--- src/rtl/if_stage.sv ---
// Instruction fetch stage: PC register, fetch-fault detection and the IF/ID pipeline register.
// Latency: one cycle. The word fetched at PC appears on D_instr after the next rising edge.
// Backpressure: stall holds PC and IF/ID. Flush loads a bubble into IF/ID, and PC still holds if stall is also set.
//
// Ports:
//   clk, reset       : single clock; synchronous active-high reset
//   stall, flush     : pipeline hold / bubble insertion controls
//   nextPC           : next fetch address, consumed unchanged
//   instr_in         : instruction memory read data for the current PC
//   PC               : current fetch address
//   D_PC, D_instr    : IF/ID register contents
//   D_valid, D_exc   : IF/ID holds a real instruction / that instruction faulted
//   fetch_cnt        : number of valid instructions loaded into IF/ID (wraps)
module if_stage #(
  parameter logic [31:0] RESET_PC = 32'h0000_3000,
  parameter logic [31:0] IM_BASE  = 32'h0000_3000,
  parameter int unsigned IM_WORDS = 4096
) (
  input  logic        clk,
  input  logic        reset,
  input  logic        stall,
  input  logic        flush,
  input  logic [31:0] nextPC,
  input  logic [31:0] instr_in,
  output logic [31:0] PC,
  output logic [31:0] D_PC,
  output logic [31:0] D_instr,
  output logic        D_valid,
  output logic        D_exc,
  output logic [31:0] fetch_cnt
);

  // One past the last legal byte address of instruction memory.
  localparam logic [31:0] IM_BYTES = 32'(IM_WORDS) << 2;
  localparam logic [31:0] IM_END   = IM_BASE + IM_BYTES;

  logic        fault;
  logic [31:0] fetch_word;
  logic        load_valid;

  // A faulting fetch is replaced by a nop so stale or out-of-range data never
  // reaches decode; D_exc carries the fault downstream instead.
  always_comb begin
    fault      = (PC[1:0] != 2'b00) || (PC < IM_BASE) || (PC >= IM_END);
    fetch_word = fault ? 32'h0000_0000 : instr_in;
    load_valid = !stall && !flush;
  end

  always_ff @(posedge clk) begin
    if (reset) begin
      PC        <= RESET_PC;
      D_PC      <= 32'h0000_0000;
      D_instr   <= 32'h0000_0000;
      D_valid   <= 1'b0;
      D_exc     <= 1'b0;
      fetch_cnt <= 32'h0000_0000;
    end else begin
      if (!stall) begin
        PC <= nextPC;
      end

      // Flush wins over stall for IF/ID, so a stalled stage can still be
      // bubbled while the PC keeps its value.
      if (flush) begin
        D_PC    <= PC;
        D_instr <= 32'h0000_0000;
        D_valid <= 1'b0;
        D_exc   <= 1'b0;
      end else if (load_valid) begin
        D_PC      <= PC;
        D_instr   <= fetch_word;
        D_valid   <= 1'b1;
        D_exc     <= fault;
        fetch_cnt <= fetch_cnt + 32'd1;
      end
    end
  end

endmodule

--- config.mk ---
export PLATFORM = sky130hd
export DESIGN_NAME = if_stage
export DESIGN_NICKNAME = d
export VERILOG_FILES = /design/src/rtl/if_stage.sv
export SDC_FILE = /design/constraint.sdc
export NUM_CORES = 1
export LEC_CHECK = 0
export BUFFER_PORTS_ARGS = -buffer_cell sky130_fd_sc_hd__clkbuf_2
export CAP_MARGIN = 20
export CORE_ASPECT_RATIO = 1.25
export CORE_UTILIZATION = 35
export DETAILED_ROUTE_END_ITERATION = 8
export PLACE_DENSITY = 0.68
export SYNTH_ARGS = -nofsm -noshare
export SYNTH_HDL_FRONTEND = slang
export SYNTH_SLANG_ARGS = --single-unit
--- constraint.sdc ---
create_clock -name clk -period 2.3 [get_ports clk]
set_input_delay 0.115 -clock clk [delete_from_list [all_inputs] [get_ports clk]]
set_output_delay 0.115 -clock clk [all_outputs]
set_load 0.02 [all_outputs]
==> summary.md <==
| Metric | Value |
|---|---|
| Status | `finished with violations` |
| Violated checks | `DRC` |
| CTS Buf Count | `17` |
| Post-synth top flop | `dfxtp_1` |
| Synthesized netlist net count | `689` |
| Critical path's largest stage delay | `620 ps` |
| Reg power frac | `0.411` |
| Clock power frac | `0.503` |
| Top cells by count, synth | `130 x dfxtp_1, 112 x nand2_1, 79 x nor2_1` |
| Flops & latches, synth | `130` |
| Area Growth Syn to Fin | `42.3%` |
| Final Util | `0.512` |
| Iteration-0 DRC Markers | `329` |
| Worst Tran Pin Value | `680 ps` |
| Final period utilization | `0.956` |
| Antenna-violating nets left | `0` |
| Via count | `5039` |
| Post-synth top area cell | `dfxtp_1` |
| Worst Hold Slack | `20.6 ps` |
| Hold Startpoint | `instr_in[10]` |
| Yosys warns | `0` |
| Core footprint | `14500 um2` |
| Vias in the first global route | `4849` |
| Crit-path max FO | `14` |
| Clock Tree Buf Depth | `2` |
| Placement Cell Area | `6430 um2` |
| Slowest CP cell | `or4_4` |
| Fin cells | `1037` |
| Post-Syn Area | `5210 um2` |
| Setup CP Type | `flop to flop` |
| Max Freq | `0.455 GHz` |
| Hpwl dp | `9490 um` |
| Comb pwr share | `0.085` |
| Synth top area share | `0.499` |
| Reg-to-Reg Start | `fetch_cnt[2]` |
| Largest net degree at the start of global routing | `101` |
| Post-synth ARST share | `0` |
| Drt wl/cell | `13.8 um` |
| Worst slack, placed | `48.6 ps` |
| Hold Path Class | `primary input to flop` |
| Int Power | `4450 uW` |
| Cells after synthesis | `620` |
| First-pass GRT wire length | `23700 um` |
| CP Cell Sequence | `or3b_1 -> buf_4 -> or4_4 -> or4_1 -> a21oi_1` |
| Clock-pin slew on the worst setup and hold paths | `60 ps` |
| Synthesized area per cell | `8.41 um2` |
| Main area contributors after synthesis | `dfxtp_1 50%, nand2_1 8.1%, mux2i_1 5.8%` |
| Pwr Density | `776 nW/um2` |
| Design Area, Final | `7410 um2` |
| Max Slew Vio Count | `0` |
| Final Setup Violations | `0` |
| Critical Path End Type | `flop` |
| Slew margin rel. | `0.547` |
| IO buf count | `197` |
| Clock sinks | `130` |
| Share of cells above drive strength 1 | `0.299` |
| Placed insts | `971` |
| Max Cap Viol | `0` |
| Switching share of power | `0.226` |
| H-tree lvl count | `4` |
| Worst Path Buf+Inv | `1` |
| Die Y | `138 um` |
| Die X | `111 um` |
| Critical path data arrival time | `2530 ps` |
| Library cells used by synthesis | `34` |
| Final WS setup | `101 ps` |
| Die ar. | `15400 um2` |
| Setup Skew | `6.43 ps` |
| Leakage | `0.00329 uW` |
| Post-DR vias/cell | `4.86` |
| CP startpoint kind | `flop` |
| CP startpoint | `fetch_cnt[2]` |
| Diodes inserted | `0` |
| Final Hold Vio Count | `0` |
| CP delay by family, top | `simple AND/OR/NAND/NOR gates` |
| Aggregate global routing overflow | `0` |
| I/O pin cnt | `198` |
| EDFF count, synth | `0` |
| Final GP Congestion | `0.767` |
| Starting Density | `0.360` |
| Count leader, synth | `dfxtp_1` |
| CTS tree | `done` |
| Root Buffer | `clkbuf_16` |
| Peak VDD IR | `0.449 mV` |
| Worst-Skew Late Latency | `410 ps` |
| First drt pass iteration count | `6` |
| Cell Rows | `49` |
| Initial antenna violation count | `0` |
| GRT Total Usage | `0.193` |
| Final min period | `2200 ps` |
| WP data required | `2630 ps` |
| NetSw | `1300 uW` |
| Nets | `915` |
| Sequential fraction of the synthesis area | `0.499` |
| WL final | `14400 um` |
| Residual DRC count | `20` |
## worst register-to-register path, delay by kind of cell (launching register included)
kind	cells	cell delay [ps]
and+or+nand+nor	3	1470
DFF	1	320
buffers and inverters	1	180
AOI/OAI and AO/OA	1	150
## routing by layer
metal,global-route usage,share of wire,vias to the layer above
met3,0.0526,0.059,26
met5,0,0,-
met2,0.329,0.49,147
met4,0.0882,0.025,0
li1,-,-,2557
met1,0.225,0.43,2309
## state kept, by name, indices dropped and copies added, names as in the netlist
signal / flops
D_PC: 32
D_valid: 1
D_instr: 32
D_exc: 1
fetch_cnt: 32
PC: 32
## cells by family (layout without fill, tap and decap cells)
| kind of cell | count (synthesis) | count (layout) | share of synthesized area |
|---|---|---|---|
| xor+xnor | 9 | 9 | 0.0151 |
| fa+ha+maj | 1 | 1 | 0.00240 |
| mux | 32 | 32 | 0.0619 |
| flops | 130 | 130 | 0.499 |
| buf+inv | 80 | 319 | 0.0605 |
| simple gates | 258 | 258 | 0.222 |
| compound gates | 110 | 110 | 0.139 |
## stage by stage
step	total power, uW	TNS, ps
CTS	5830	0
floorplan	2670	0
global placement	2860	0
finish	5750	0
global route	5970	-6.66
detailed placement	2860	0
## worst paths after layout
kind              endpoint  cells past startpoint  slack [ps]
max          fetch_cnt[21]                      5         100
min            D_instr[10]                      4          20
max reg2reg  fetch_cnt[21]                      5         100
min reg2reg       D_PC[15]                      2         450
## cell type report
| cell class | instances | area [um2] |
|---|---|---|
| Clock inverter | 8 | 149 |
| Inverter | 37 | 139 |
| Timing Repair Buffer | 250 | 1510 |
| Tap cell | 178 | 223 |
| Sequential cell | 130 | 2600 |
| Clock buffer | 24 | 492 |
| Multi-Input combinational cell | 410 | 2300 |
| Fill cell | 1402 | 7050 |
## timing repair
item                                    CTS  global route
setup buffers                             0             0
endpoints found under the hold margin    34             0
hold buffers                             34             0
gates resized for setup                   0             1
endpoints found under the setup margin    0             5
## placed cells by master (no fill, tap or decap), drive strengths merged, types with 6 or more instances in the layout
| master | netlist | routed |
|---|---|---|
| dlygate4sd3 | 0 | 34 |
| nor2 | 79 | 79 |
| buf | 8 | 20 |
| clkbuf | 35 | 220 |
| nand3 | 6 | 6 |
| inv | 37 | 37 |
| or4 | 15 | 15 |
| a21oi | 54 | 54 |
| dfxtp | 130 | 130 |
| nand2 | 112 | 112 |
| o31ai | 12 | 12 |
| xnor2 | 7 | 7 |
| nand4 | 9 | 9 |
| nor2b | 6 | 6 |
| mux2i | 30 | 30 |
| nor3 | 7 | 7 |
| o31a | 32 | 32 |
| nor4 | 8 | 8 |
## power groups by stage
stage,Combinational [uW],Clock (uW),Sequential (uW)
2_1_floorplan,186,0,2480
3_5_place_dp,450,0,2410
4_1_cts,497,2970,2360
3_3_place_gp,446,0,2410
5_1_grt,537,3060,2370
6_report,491,2900,2360
Note: power is estimated with default switching activity, not from simulation.
